--- config.mk ---
export PLATFORM = sky130hd
export DESIGN_NAME = score_judge
export DESIGN_NICKNAME = d
export VERILOG_FILES = /design/src/rtl/game_pkg.sv /design/src/rtl/score_counter.sv /design/src/rtl/score_judge.sv
export SDC_FILE = /design/constraint.sdc
export NUM_CORES = 1
export LEC_CHECK = 0
export CAP_MARGIN = 40
export CORE_UTILIZATION = 45
export CTS_CLUSTER_SIZE = 10
export DETAILED_ROUTE_END_ITERATION = 8
export PLACE_DENSITY_LB_ADDON = 0.15
export SYNTH_ARGS = -nofsm -noshare
export SYNTH_HDL_FRONTEND = slang
export SYNTH_SLANG_ARGS = --single-unit
--- constraint.sdc ---
create_clock -name clk_100mhz -period 2.9 [get_ports clk_100mhz]
set_clock_uncertainty 0.1 [all_clocks]
set_input_delay 0.87 -clock clk_100mhz [delete_from_list [all_inputs] [get_ports clk_100mhz]]
set_output_delay 0.87 -clock clk_100mhz [all_outputs]
set_load 0.02 [all_outputs]
--- src/rtl/game_pkg.sv ---
// rtl/game_pkg.sv - shared answer width, win score, winner codes and judge state encodings
package game_pkg;

  localparam int ANS_W     = 8;
  localparam int WIN_SCORE = 5;

  localparam logic [3:0] SCORE_MAX = 4'd15;

  localparam logic [1:0] WINNER_NONE = 2'd0;
  localparam logic [1:0] WINNER_P1   = 2'd1;
  localparam logic [1:0] WINNER_P2   = 2'd2;
  localparam logic [1:0] WINNER_TIE  = 2'd3;

  localparam logic [1:0] JS_READY  = 2'd0;
  localparam logic [1:0] JS_LOCKED = 2'd1;
  localparam logic [1:0] JS_OVER   = 2'd2;

  // One saturating step of a 4-bit score; inc and dec together cancel out.
  function automatic logic [3:0] sat_step(input logic [3:0] v, input logic inc, input logic dec);
    logic [3:0] r;
    r = v;
    if (inc && !dec && v != SCORE_MAX) r = v + 4'd1;
    if (dec && !inc && v != 4'd0)      r = v - 4'd1;
    return r;
  endfunction

endpackage

--- src/rtl/score_counter.sv ---
// rtl/score_counter.sv - 4-bit saturating up/down score counter with synchronous clear
module score_counter (
  input  logic       clk_i,
  input  logic       reset_i,
  input  logic       clr_i,
  input  logic       inc_i,
  input  logic       dec_i,
  output logic [3:0] count_o,
  output logic [3:0] count_d_o
);
  import game_pkg::*;

  logic [3:0] count_q;
  logic [3:0] count_d;

  // Next count: clear beats any step; the step never wraps past 0 or 15.
  always_comb begin
    count_d = count_q;
    if (clr_i) count_d = 4'd0;
    else       count_d = sat_step(count_q, inc_i, dec_i);
  end

  // Count register with synchronous active-high reset.
  always_ff @(posedge clk_i) begin
    if (reset_i) count_q <= 4'd0;
    else         count_q <= count_d;
  end

  assign count_o   = count_q;
  assign count_d_o = count_d;

endmodule

--- src/rtl/score_judge.sv ---
// rtl/score_judge.sv - judges player submissions, keeps scores and detects the winner
module score_judge #(
  parameter int ANS_W     = game_pkg::ANS_W,
  parameter int WIN_SCORE = game_pkg::WIN_SCORE
) (
  input  logic             clk_100mhz,
  input  logic             reset,
  input  logic             state_idle,
  input  logic             state_wait,
  input  logic             new_question,
  input  logic             p1_submit_event,
  input  logic             p2_submit_event,
  input  logic [ANS_W-1:0] p1_answer,
  input  logic [ANS_W-1:0] p2_answer,
  input  logic [ANS_W-1:0] expected_answer,
  output logic             is_ans_correct,
  output logic             is_game_over,
  output logic [3:0]       p1_score,
  output logic [3:0]       p2_score,
  output logic [1:0]       winner,
  output logic [1:0]       last_submitter
);
  import game_pkg::*;

  localparam logic [3:0] WIN4 = 4'(WIN_SCORE);

  logic [1:0] state_q, state_d;
  logic       is_ans_correct_q, is_ans_correct_d;
  logic       is_game_over_q, is_game_over_d;
  logic [1:0] winner_q, winner_d;
  logic [1:0] last_submitter_q, last_submitter_d;

  logic       judge;
  logic       p1_ok, p2_ok;
  logic       p1_reach, p2_reach;
  logic [3:0] p1_next, p2_next;

  // A judge cycle needs READY, WAIT and at least one submit; idle clearing always wins.
  always_comb begin
    judge = (state_q == JS_READY) && state_wait && !state_idle
            && (p1_submit_event || p2_submit_event);
    p1_ok = (p1_answer == expected_answer);
    p2_ok = (p2_answer == expected_answer);
  end

  score_counter u_p1_score (
    .clk_i     (clk_100mhz),
    .reset_i   (reset),
    .clr_i     (state_idle),
    .inc_i     (judge && p1_submit_event && p1_ok),
    .dec_i     (judge && p1_submit_event && !p1_ok),
    .count_o   (p1_score),
    .count_d_o (p1_next)
  );

  score_counter u_p2_score (
    .clk_i     (clk_100mhz),
    .reset_i   (reset),
    .clr_i     (state_idle),
    .inc_i     (judge && p2_submit_event && p2_ok),
    .dec_i     (judge && p2_submit_event && !p2_ok),
    .count_o   (p2_score),
    .count_d_o (p2_next)
  );

  // Judge FSM: winner code bits line up with which player reached the win score.
  always_comb begin
    state_d          = state_q;
    is_ans_correct_d = is_ans_correct_q;
    is_game_over_d   = is_game_over_q;
    winner_d         = winner_q;
    last_submitter_d = last_submitter_q;
    p1_reach         = (p1_next >= WIN4);
    p2_reach         = (p2_next >= WIN4);
    if (state_idle) begin
      state_d          = JS_READY;
      is_ans_correct_d = 1'b0;
      is_game_over_d   = 1'b0;
      winner_d         = WINNER_NONE;
      last_submitter_d = 2'b00;
    end else begin
      case (state_q)
        JS_READY: begin
          if (judge) begin
            is_ans_correct_d = (p1_submit_event && p1_ok) || (p2_submit_event && p2_ok);
            last_submitter_d = {p2_submit_event, p1_submit_event};
            if (p1_reach || p2_reach) begin
              is_game_over_d = 1'b1;
              winner_d       = {p2_reach, p1_reach};
              state_d        = JS_OVER;
            end else begin
              state_d = JS_LOCKED;
            end
          end
        end
        JS_LOCKED: if (new_question) state_d = JS_READY;
        JS_OVER:   state_d = JS_OVER;
        default:   state_d = JS_READY;
      endcase
    end
  end

  // Registered judge state and flags; reset overrides every other input.
  always_ff @(posedge clk_100mhz) begin
    if (reset) begin
      state_q          <= JS_READY;
      is_ans_correct_q <= 1'b0;
      is_game_over_q   <= 1'b0;
      winner_q         <= WINNER_NONE;
      last_submitter_q <= 2'b00;
    end else begin
      state_q          <= state_d;
      is_ans_correct_q <= is_ans_correct_d;
      is_game_over_q   <= is_game_over_d;
      winner_q         <= winner_d;
      last_submitter_q <= last_submitter_d;
    end
  end

  assign is_ans_correct = is_ans_correct_q;
  assign is_game_over   = is_game_over_q;
  assign winner         = winner_q;
  assign last_submitter = last_submitter_q;

endmodule

==> results of run 1 <==
==> final cells by class <==
| type | instances | area share (%) |
|---|---|---|
| Multi-Input combinational cell | 133 | 49.1 |
| Timing Repair Buffer | 81 | 32.8 |
| Sequential cell | 16 | 13.7 |
| Tap cell | 31 | 1.66 |
| Clock buffer | 4 | 1.55 |
| Inverter | 7 | 1.12 |
==> through the flow <==
stage,std cells,util (%),setup TNS (ns),setup slack (ns),total power [mW]
6_report,272,84.8,0,0.00359,0.538
5_1_grt,272,84.8,-0.276,-0.114,0.550
4_1_cts,267,77.6,-0.00282,-0.00282,0.515
3_5_place_dp,254,70.1,-2.24,-0.516,0.347
3_3_place_gp,254,70.1,-1.80,-0.411,0.343
2_1_floorplan,160,-,0,0.157,0.271
==> registers in the layout, summed over array words and instances (netlist names) <==
| name | flops |
|---|---|
| is_ans_correct | 1 |
| u_p2_score.count_o | 4 |
| state_q | 2 |
| u_p1_score.count_o | 4 |
| winner | 2 |
| last_submitter | 2 |
| is_game_over | 1 |
==> cells in the mapped netlist (all sizes together), types with 3 or more instances <==
cell type / number
nor2: 16
o21ai: 8
a21oi: 11
buf: 3
nand4: 6
dfxtp: 16
ha: 4
inv: 7
nor3: 9
a211oi: 4
and2: 3
a31oi: 3
o21a: 3
nand3: 3
and3: 4
xnor2: 19
nand2: 9
==> cell families after synthesis <==
family	after synthesis
AOI/OAI and AO/OA	45
xor gates and xnor gates	19
adders and majority gates	4
buffers and inverters	11
DFF	16
muxes	2
and+or+nand+nor	63
==> worst reg2reg max path, cell delays in order (launching register included) <==
cell and delay [ns]:
sky130_fd_sc_hd__dfxtp_1 0.40, sky130_fd_sc_hd__inv_1 0.15, sky130_fd_sc_hd__ha_1 0.22, sky130_fd_sc_hd__or3b_1 0.44
sky130_fd_sc_hd__o2111a_2 0.23, sky130_fd_sc_hd__a211oi_4 0.27, sky130_fd_sc_hd__a211oi_4 0.08, sky130_fd_sc_hd__or4_4 0.54
sky130_fd_sc_hd__a21oi_2 0.15
==> routing by layer <==
layer,share of wire (%),vias up
met5,0,-
met4,4.0,0
met3,4.9,19
met2,53,78
met1,38,758
li1,-,763
==> how the worst min path moves through the flow <==
stage	to	slack (ns)	cells after the start	start
after floorplan	state_q[1]	0.37	1	state_q[0]
after global placement	is_game_over	0.33	2	is_game_over
after detailed placement	is_game_over	0.34	2	is_game_over
after CTS	is_game_over	0.36	2	is_game_over
after global routing	winner[1]	0.40	2	winner[1]
final	is_game_over	0.37	2	is_game_over
==> power by group <==
part	switching, mW	internal [mW]
Sequential	0.00103	0.221
Clock	0.0864	0.0769
Combinational	0.0666	0.0864
Total	0.154	0.384
==> timing repair <==
action                     CTS  global route
gates cloned                 1             0
gates resized for setup     32            41
setup endpoints to repair    5             4
hold endpoints to repair     0             0
pin swaps                   24            26
buffers inserted             8             6
==> out/summary.txt, run 1 <==
Setup violations, final = 0
Largest net degree at the start of global routing = 12
Reg-to-Reg End = state_q[0]
Worst Setup EP = state_q[1]
Floorplan die area = 3130 sq um
Most used flip-flop cell after synthesis = sky130_fd_sc_hd__dfxtp_1
Floorplan Core Area = 2760 sq um
Initial standard-cell utilization of the core = 47.4%
TritonCTS clock tree = yes
Count of filler cells inserted in the layout = 164
Fin area = 2340 sq um
Root Buffer = sky130_fd_sc_hd__clkbuf_4
GP Congestion = 0.925
Met2 Track Usage GR = 52.5%
Grt peak-use layer = met2
Ports placed on the boundary = 45
Start of the worst register-to-register path = u_p2_score.count_o[0]
Net count of the finished layout = 277
Maximum net fanout on the critical path = 4
Number of synthesis warnings = 0
Period minus WS final = 2.90 ns
Final Routed Wirelength = 4810 um
Count of nets left with antenna violations after detail routing = 0
Residual DRC = 0
Die height = 55.9 um
Number of buffers inserted by hold repair at cts = 0
Total clock buffers created by CTS = 3
Maximum capacitance violations = 0
Critical path buffers and inverters = 1
Arithmetic-cell share of the synthesized area counting full adders, half adders and majority gates = 3.83%
DP Area = 1930 sq um
Max Slew Vio Count = 0
Post-synth ARST share = 0%
Critical Path Stages = 8
Layout cells sized above 1 = 34.0%
Count of H-tree levels built during CTS = 1
Number of unique standard cell types used by synthesis = 49
Clk sink count = 16
Hold_ws = 0.369 ns
Arr. time, crit path = 3.04 ns
Top area cells in the synthesized netlist = sky130_fd_sc_hd__dfxtp_1, sky130_fd_sc_hd__xnor2_1, sky130_fd_sc_hd__a21oi_1
Final routed wire length divided by cell count = 17.7 um
Number of placement rows = 19
Number of nets produced by synthesis = 195
Number of global-route vias before repair = 1,574
Measured slew at the worst slew-check pin = 0.566 ns
Global-route wire length before repair = 7040 um
Sequential-to-total area share from yosys stat = 24.5%
Startpoint kind of the worst setup timing path = primary input
Highest clock rate = 345 MHz
Family with the most delay on the worst path = simple AND/OR/NAND/NOR gates
CTS Buffer Depth = 2
Synth Instances = 160
First-pass detailed-route iteration total = 4
Pwr Density = 230 nW/um^2
Syn Area/Cell = 8.17 sq um
Worst-path cell chain = clkdlybuf4s15_1 > xnor2_2 > and4_4 > a22oi_1 > or4_4 > o32ai_4 > o31ai_4 > a211oi_2
Met3 track demand over resource = 3.72%
Status = finished, final reports clean
Mux contribution to synthesized area = 1.53%
Combinational family with the most area after synthesis = simple AND/OR/NAND/NOR gates
IO Port Bufs = 44
Number of antenna violations at the first check in global routing = 0
Path type of the worst setup path = in2reg
Portion of synthesized cell area occupied by the leading cell type = 24.5%
Cells on worst reg2reg path = 8
Via count = 1,618
Total routing usage reported by global routing = 28.3%
Clock Pin Slew Worst Setup and Hold Paths = 0.12 ns
Max-Slew Margin vs Limit = 62.2%
Ratio of routed vias to standard cells = 5.95
Number of flip-flops and latches in the synthesized netlist = 16
Total congestion overflow = 0
Most area-hungry cell type in the Yosys netlist = sky130_fd_sc_hd__dfxtp_1
Number of diodes added for antenna fixing = 0
Post-synthesis share of cell area spent on and, or, nand and nor gates = 29.4%
Die outline width = 55.9 um
Combined flip-flop and latch cell area = 320 sq um
Detailed-placement wirelength estimate = 3050 um
Layout area overhead = 78.9%
Max rail drop VDD = 0.290 mV
CP max stage delay = 0.55 ns
Slowest-stage cell, CP = sky130_fd_sc_hd__or4_4
Cell area after synthesis = 1310 sq um
Parity-gate share of the synthesized area counting xor and xnor cells = 12.7%
Sort of element at the end of the critical path = flip-flop
First-iteration detailed-routing DRC count = 179
Ratio of final minimum period to clock period = 99.9%
Setup slack on the worst flop-to-flop path = 0.25 ns
Number of synthesized flops with an enable pin = 0
Worst path required time = 3.05 ns
Commonest non-fill, non-tap cells in the layout = sky130_fd_sc_hd__buf_4, sky130_fd_sc_hd__clkdlybuf4s50_1, sky130_fd_sc_hd__dlymetal6s2s_1, sky130_fd_sc_hd__dfxtp_1, sky130_fd_sc_hd__nor2_1
Clock insertion delay at the later pin of the skew report = 0.32 ns
Area of the multi-input gates = 1150 sq um
Complex-gate fraction of the synthesized area = 24.0%
Number of failing hold endpoints at the final stage = 0
Worst setup path start = expected_answer[6]
Class of the tightest hold or removal check = reg2reg
Most frequent standard cell in the layout excluding fill and tap cells = sky130_fd_sc_hd__buf_4
Met1 Track Usage GR = 32.9%
Leakage = 1.03 nW
(Power assumes the default switching activity.)
==> run 2, diff against run 1 <==
Settings changed: CORE_UTILIZATION 45 to 35, REMOVE_ABC_BUFFERS from default to 1.
==> run 2 against run 1 <==
Clock power grew 28%. Cell count up 5.1%. Worst hold slack got worse by 0.013 ns. Routed wire length decreased by 2.7%. Via count shrank 2.3%. Critical path type unchanged. Critical endpoint unchanged. Largest cell class unchanged. Highest routed layer unchanged.
==> out/summary.txt, run 2 (same netlist as run 1, synthesis figures left out) <==
Status = finished, final reports clean (unchanged)
CTS Buffer Depth = 2 (unchanged)
Largest net degree at the start of global routing = 12 (unchanged)
Final setup margin = 0.0105 ns (was 0.00359 ns)
TritonCTS clock tree = yes (unchanged)
Clk sink count = 16 (unchanged)
Combined flip-flop and latch cell area = 320 sq um (unchanged)
Startpoint kind of the worst setup timing path = primary input (unchanged)
Met3 track demand over resource = 4.35% (was 3.72%)
Final Routed Wirelength = 4680 um (was 4810 um)
Count of nets left with antenna violations after detail routing = 0 (unchanged)
Max-Slew Margin vs Limit = 73.5% (was 62.2%)
Total clock buffers created by CTS = 3 (unchanged)
Number of diodes added for antenna fixing = 0 (unchanged)
Pwr Density = 245 nW/um^2 (was 230 nW/um^2)
First-pass detailed-route iteration total = 4 (unchanged)
Floorplan Core Area = 3470 sq um (was 2760 sq um)
Class of the tightest hold or removal check = reg2reg (unchanged)
Layout cells sized above 1 = 35.0% (was 34.0%)
CP max stage delay = 0.51 ns (was 0.55 ns)
Number of failing hold endpoints at the final stage = 0 (unchanged)
Max rail drop VDD = 0.361 mV (was 0.290 mV)
Final routed wire length divided by cell count = 16.4 um (was 17.7 um)
Arr. time, crit path = 2.97 ns (was 3.04 ns)
Total routing usage reported by global routing = 22.9% (was 28.3%)
Worst path required time = 2.98 ns (was 3.05 ns)
Measured slew at the worst slew-check pin = 0.396 ns (was 0.566 ns)
Initial standard-cell utilization of the core = 37.7% (was 47.4%)
Residual DRC = 0 (unchanged)
Most frequent standard cell in the layout excluding fill and tap cells = sky130_fd_sc_hd__buf_4 (unchanged)
Leakage = 0.936 nW (was 1.03 nW)
Ratio of final minimum period to clock period = 99.6% (was 99.9%)
Sort of element at the end of the critical path = flip-flop (unchanged)
Highest clock rate = 346 MHz (was 345 MHz)
IO Port Bufs = 44 (unchanged)
Detailed-placement wirelength estimate = 3000 um (was 3050 um)
Clock insertion delay at the later pin of the skew report = 0.26 ns (was 0.32 ns)
Area of the multi-input gates = 1160 sq um (was 1150 sq um)
Worst slack at placement = -0.568 ns (was -0.516 ns)
GP Congestion = 0.921 (was 0.925)
Grt peak-use layer = met2 (unchanged)
Floorplan die area = 3980 sq um (was 3130 sq um)
Global-route wire length before repair = 7080 um (was 7040 um)
Ports placed on the boundary = 45 (unchanged)
Number of global-route vias before repair = 1,541 (was 1,574)
Number of placement rows = 21 (was 19)
Count of H-tree levels built during CTS = 1 (unchanged)
Root Buffer = sky130_fd_sc_hd__clkbuf_8 (was sky130_fd_sc_hd__clkbuf_4)
Worst-path cell chain = dlygate4sd2_1 > nor4b_4 > clkdlybuf4s15_2 > a31oi_2 > nor3_2 > or4_4 > o32ai_4 > o31ai_4 > a211oi_2 (was clkdlybuf4s15_1 > xnor2_2 > and4_4 > a22oi_1 > or4_4 > o32ai_4 > o31ai_4 > a211oi_2)
Setup violations, final = 0 (unchanged)
Net count of the finished layout = 276 (was 277)
Post-route setup TNS = 0 ns (unchanged)
Die outline width = 63.1 um (was 55.9 um)
Clock Pin Slew Worst Setup and Hold Paths = 0.07 ns (was 0.12 ns)
Commonest non-fill, non-tap cells in the layout = sky130_fd_sc_hd__buf_4, sky130_fd_sc_hd__clkdlybuf4s50_1, sky130_fd_sc_hd__dfxtp_1 (was sky130_fd_sc_hd__buf_4, sky130_fd_sc_hd__clkdlybuf4s50_1, sky130_fd_sc_hd__dlymetal6s2s_1, sky130_fd_sc_hd__dfxtp_1, sky130_fd_sc_hd__nor2_1)
Total congestion overflow = 0 (unchanged)
Met1 Track Usage GR = 27.1% (was 32.9%)
Period minus WS final = 2.89 ns (was 2.90 ns)
Maximum capacitance violations = 0 (unchanged)
Met2 Track Usage GR = 40.2% (was 52.5%)
Max Slew Vio Count = 0 (unchanged)
Layout area overhead = 77.7% (was 78.9%)
Count of filler cells inserted in the layout = 300 (was 164)
Maximum net fanout on the critical path = 5 (was 4)
Ratio of routed vias to standard cells = 5.52 (was 5.95)
Number of buffers inserted by hold repair at cts = 0 (unchanged)
First-iteration detailed-routing DRC count = 72 (was 179)
Number of antenna violations at the first check in global routing = 0 (unchanged)
Hold_ws = 0.357 ns (was 0.369 ns)
Via count = 1,580 (was 1,618)
Layout Utilization = 67.0% (was 84.8%)
Slowest-stage cell, CP = sky130_fd_sc_hd__or4_4 (unchanged)
Path type of the worst setup path = in2reg (unchanged)
Die height = 63.1 um (was 55.9 um)
run 2: changes by cell type in the layout (fill, tap and decap cells not counted), sizes merged:
cell	delta
clkdlybuf4s15	+2
dlygate4sd2	+5
dlymetal6s2s	-9
clkbuf	+3
buf	-2
run 2: path summary, 6_finish.rpt:
path,slack [ns],cells after the start,start,end
setup / recovery,0.01,9,state_wait,state_q[1]
setup reg to reg,0.24,9,u_p2_score.count_o[1],state_q[0]
hold / removal,0.36,2,winner[1],winner[1]
hold reg to reg,0.36,2,winner[1],winner[1]
run 2: per-stage QoR:
stage               instances  power [mW]  cell area, sq um
floorplan                 156       0.270              1280
global placement          266       0.340              1930
detailed placement        266       0.342              1930
CTS                       283       0.556              2190
global route              286       0.588              2320
finish                    286       0.569              2320
run 2: metal layers:
layer | wire (um) | share of wire, % | vias up
met5 | 0 | 0 | -
met4 | 114 | 2.4 | 0
met3 | 183 | 3.9 | 12
met2 | 2410 | 51 | 47
met1 | 1970 | 42 | 759
li1 | - | - | 762
run 2: final cells by class:
cell class | instances | share of cell area (%)
multi-input cells | 133 | 49.8
repair buffers | 80 | 30.5
flip-flops and latches | 16 | 13.8
well taps | 46 | 2.48
clock buffers | 4 | 2.37
inverters | 7 | 1.13
run 2: worst max-delay path, delay by kind of cell:
family,cells,cell delay (ns)
simple gates,3,0.70
compound gates,4,0.90
buf+inv,2,0.49
run 2: what timing repair did:
| item | in CTS | in global routing |
|---|---|---|
| gates cloned | 1 | 0 |
| buffers inserted | 13 | 3 |
| pin swaps | 33 | 25 |
| resized for setup | 46 | 32 |
| setup endpoints to repair | 5 | 6 |
| endpoints found under the hold margin | 0 | 0 |
run 2: power by group:
| group | switching, mW | leakage [nW] | internal, mW |
|---|---|---|---|
| logic | 0.0628 | 0.778 | 0.0763 |
| clock network | 0.0878 | 0.0288 | 0.121 |
| registers | 0.000907 | 0.129 | 0.221 |
| total | 0.152 | 0.936 | 0.418 |
==> run 3, diff against run 2 <==
Settings changed: CORE_UTILIZATION 35 to 30.
==> run 3 against run 2 <==
Total power down 0.16%. Non-clock buffer count did not move. Die area is 16% higher. Sequential share of layout area rose by 0.11 points. Critical path type unchanged. Largest cell class unchanged.
==> out/summary.txt, run 3 (same netlist as run 1, synthesis figures left out) <==
Path type of the worst setup path = in2reg (unchanged)
Total clock buffers created by CTS = 3 (unchanged)
Ports placed on the boundary = 45 (unchanged)
Ratio of final minimum period to clock period = 98.6% (was 99.6%)
Number of standard cells in the final layout excluding fillers = 290 (was 286)
Floorplan die area = 4630 sq um (was 3980 sq um)
Via count = 1,546 (was 1,580)
Layout area overhead = 76.3% (was 77.7%)
Setup violations, final = 0 (unchanged)
Number of diodes added for antenna fixing = 0 (unchanged)
Count of nets left with antenna violations after detail routing = 0 (unchanged)
Commonest non-fill, non-tap cells in the layout = sky130_fd_sc_hd__buf_4, sky130_fd_sc_hd__clkdlybuf4s50_1, sky130_fd_sc_hd__dfxtp_1 (unchanged)
Final setup margin = 0.0406 ns (was 0.0105 ns)
Pwr Total = 0.568 mW (was 0.569 mW)
Maximum capacitance violations = 0 (unchanged)
First-iteration detailed-routing DRC count = 66 (was 72)
Clock insertion delay at the later pin of the skew report = 0.26 ns (about the same)
Layout Utilization = 56.4% (was 67.0%)
Die outline width = 68.0 um (was 63.1 um)
Ratio of routed vias to standard cells = 5.33 (was 5.52)
Detailed-placement wirelength estimate = 3120 um (was 3000 um)
Total congestion overflow = 0 (unchanged)
TritonCTS clock tree = yes (unchanged)
Number of global-route vias before repair = 1,531 (was 1,541)
Class of the tightest hold or removal check = reg2reg (unchanged)
Arr. time, crit path = 2.91 ns (was 2.97 ns)
Root Buffer = sky130_fd_sc_hd__clkbuf_8 (unchanged)
Net count of the finished layout = 276 (unchanged)
Pwr Density = 247 nW/um^2 (was 245 nW/um^2)
Floorplan Core Area = 4090 sq um (was 3470 sq um)
Layout cells sized above 1 = 32.5% (was 35.0%)
Worst setup path start = p1_answer[3] (was state_wait)
Initial standard-cell utilization of the core = 32.0% (was 37.7%)
Placed instance count = 272 (was 266)
Worst-path cell chain = dlygate4sd2_1 > xnor2_2 > and4_4 > buf_4 > a22oi_1 > or4_4 > o32ai_4 > and2_4 > o2bb2ai_1 (was dlygate4sd2_1 > nor4b_4 > clkdlybuf4s15_2 > a31oi_2 > nor3_2 > or4_4 > o32ai_4 > o31ai_4 > a211oi_2)
DP Area = 1950 sq um (was 1930 sq um)
Maximum net fanout on the critical path = 3 (was 5)
Total routing usage reported by global routing = 19.7% (was 22.9%)
Startpoint kind of the worst setup timing path = primary input (unchanged)
Hold wc startpoint = is_game_over (was winner[1])
CTS Buffer Depth = 2 (unchanged)
Final routed wire length divided by cell count = 14.7 um (was 16.4 um)
Highest clock rate = 350 MHz (was 346 MHz)
Worst path required time = 2.95 ns (was 2.98 ns)
Largest net degree at the start of global routing = 12 (unchanged)
Number of failing hold endpoints at the final stage = 0 (unchanged)
First-pass detailed-route iteration total = 4 (unchanged)
Family with the most delay on the worst path = simple AND/OR/NAND/NOR gates (was compound AO/OA/AOI/OAI gates)
Status = finished, final reports clean (unchanged)
Clock Pin Slew Worst Setup and Hold Paths = 0.07 ns (about the same)
Hold_ws = 0.359 ns (was 0.357 ns)
Die height = 68.0 um (was 63.1 um)
IO Port Bufs = 44 (unchanged)
Number of antenna violations at the first check in global routing = 0 (unchanged)
Clk sink count = 16 (unchanged)
GP Congestion = 0.807 (was 0.921)
Count of H-tree levels built during CTS = 1 (unchanged)
Slowest-stage cell, CP = sky130_fd_sc_hd__or4_4 (unchanged)
Max Slew Vio Count = 0 (unchanged)
Most frequent standard cell in the layout excluding fill and tap cells = sky130_fd_sc_hd__buf_4 (unchanged)
Start of the worst register-to-register path = u_p2_score.count_o[1] (unchanged)
Fin area = 2300 sq um (was 2320 sq um)
Period minus WS final = 2.86 ns (was 2.89 ns)
Sort of element at the end of the critical path = flip-flop (unchanged)
Max-Slew Margin vs Limit = 74.4% (was 73.5%)
Post-route setup TNS = 0 ns (unchanged)
Final Routed Wirelength = 4260 um (was 4680 um)
Residual DRC = 0 (unchanged)
Measured slew at the worst slew-check pin = 0.380 ns (was 0.396 ns)
Leakage = 0.974 nW (was 0.936 nW)
Critical path buffers and inverters = 2 (unchanged)
Max rail drop VDD = 0.130 mV (was 0.361 mV)
Global-route wire length before repair = 6930 um (was 7080 um)
CP max stage delay = 0.54 ns (was 0.51 ns)
Worst slack at placement = -0.523 ns (was -0.568 ns)
Number of placement rows = 23 (was 21)
## run 3: cell count changes in the layout (fill, tap and decap cells not counted), sizes merged
| cell | previous run | this run |
|---|---|---|
| clkdlybuf4s15 | 5 | 1 |
| buf | 35 | 36 |
| dlymetal6s2s | 7 | 11 |
| clkbuf | 7 | 6 |
## run 3: final cells by class
cell class,instances,area [sq um]
well taps,50,62.6
inverters,7,26.3
flip-flops and latches,16,320
repair buffers,80,731
fillers,373,1780
multi-input cells,133,1110
clock buffers,4,55.1
## run 3: worst register-to-register path: cells and delay by family, from the launching register on
family | cells | cell delay (ns)
AO/OA/AOI/OAI | 3 | 0.31
adder cells (fa/ha/maj) | 1 | 0.22
buffers and inverters | 1 | 0.14
flip-flops | 1 | 0.38
multiplexers | 1 | 0.26
AND/OR/NAND/NOR | 3 | 1.14
## run 3: worst paths after layout
path	to	slack (ns)	cells past startpoint
max	winner[1]	0.04	9
min	is_game_over	0.36	2
max reg2reg	state_q[0]	0.28	9
min reg2reg	is_game_over	0.36	2
## run 3: power breakdown
group / internal, mW / leakage (nW) / total, mW / switching (mW)
registers: 0.221 / 0.129 / 0.222 / 0.000886
clock network: 0.121 / 0.0288 / 0.208 / 0.0872
logic: 0.0785 / 0.816 / 0.139 / 0.0604
total: 0.420 / 0.974 / 0.568 / 0.148
## run 3: routing by layer
metal,vias up,global-route usage [%],wire (um)
met3,5,2.83,181
met4,0,5.73,36
met5,-,0,0
met2,50,35.3,2180
met1,724,23.9,1860
li1,767,-,-
## run 3: repair_timing
action | CTS | global route
buffers inserted | 10 | 5
endpoints found under the setup margin | 5 | 5
hold buffers | 0 | 0
pin swaps | 29 | 26
resized for setup | 36 | 34
==> variant: new RTL, flow settings as in run 1 <==
Change the package constant `ANS_W` from 8 to 6.
--- a/src/rtl/game_pkg.sv
+++ b/src/rtl/game_pkg.sv
@@ -3,3 +3,3 @@
 
-  localparam int ANS_W     = 8;
+  localparam int ANS_W     = 6;
   localparam int WIN_SCORE = 5;
Interface: changed (resized expected_answer, p1_answer and p2_answer); port bits go from 45 to 39. No check against the original RTL was run, so the function may have changed too.
==> variant against run 1 <==
Setup slack improved by 0.033 ns. Critical path type unchanged. Largest cell class unchanged. First-iteration DRC count decreased by 50%. Cell area decreased by 6.3%. Power decreased by 1.9%. Routed wire length increased by 2.9%. Area after synthesis decreased by 3.3%. Sequential cell count unchanged. Die area decreased by 3.2%. Utilization increased by 0.58 points. Sequential share of layout area increased by 0.91 points.
==> variant: results <==
metrics = {
    "routing": {
        "met3WireLength_um": 435,
        "routed_wl_um": 4945,
    },
    "global_routing": {
        "met3_usage": 0.06831,
        "grtUsageMet1": 0.3612,
        "grt_max_degree": 11,
        "gr-usage-met2": 0.6084,
        "grt_use_total": 0.3277,
    },
    "synth": {
        "synth_xor_area_frac": 0.1040,
        "synth_cells": 155,
        "synth_compound_area_frac": 0.2238,
        "syn-num-nets": 184,
        "ys_top_cells_by_count": "16 x dfxtp_1, 14 x nor2_1, 11 x a21oi_1",
        "synth.area.top_cells": "dfxtp_1 25%, xnor2_1 5.5%, xor2_1 4.9%, a21oi_1 4.4%, nor2_1 4.2%",
    },
    "hold_path": {
        "hp-start": "last_submitter[1]",
    },
    "pwr": {
        "p_sw_w": 0.0001531,
        "peakVddDrop_mv": 0.3980,
    },
    "cells_and_area": {
        "fillerInstances": 135,
        "seq_cell_count": 16,
        "multi_input_cells": 132,
        "multi_input_area_um2": 1125,
    },
    "clock_network": {
        "clk_latency_ns": 0.29,
        "clk_transition_reported_paths_ns": 0.10,
    },
    "place": {
        "io_buffer_count": 38,
        "placed_area_um2": 1914,
    },
    "sta": {
        "hold_slack_ns": 0.3681,
    },
    "setup_path": {
        "max_stage_delay_ns": 0.58,
        "startpoint": "p2_submit_event",
        "reg2reg_depth": 11,
        "reg2reg_setup_slack_ns": 0.28,
        "crit_path_end": "winner[0]",
    },
    "outcome": {
        "status": "finished clean",
    },
}
-- variant: cell types whose count changed after synthesis, moves of 4 or more --
cell | before | now
xnor2_1 | 19 | 8
xor2_1 | 0 | 7
nor4_1 | 0 | 6
nand3_1 | 3 | 8
nand4_1 | 6 | 2
-- variant: timing repair --
| item | 4_1_cts | 5_1_grt |
|---|---|---|
| endpoints found under the setup margin | 5 | 5 |
| pin swaps | 9 | 12 |
| resized for setup | 31 | 21 |
| buffers inserted | 1 | 2 |
| gates cloned | 0 | 0 |
-- variant: how the worst min path moves through the flow --
stage	depth (start not counted)	endpoint
after floorplan	2	last_submitter[0]
after global placement	2	last_submitter[0]
after detailed placement	2	last_submitter[1]
after CTS	2	last_submitter[1]
after global routing	2	last_submitter[1]
final	2	last_submitter[1]
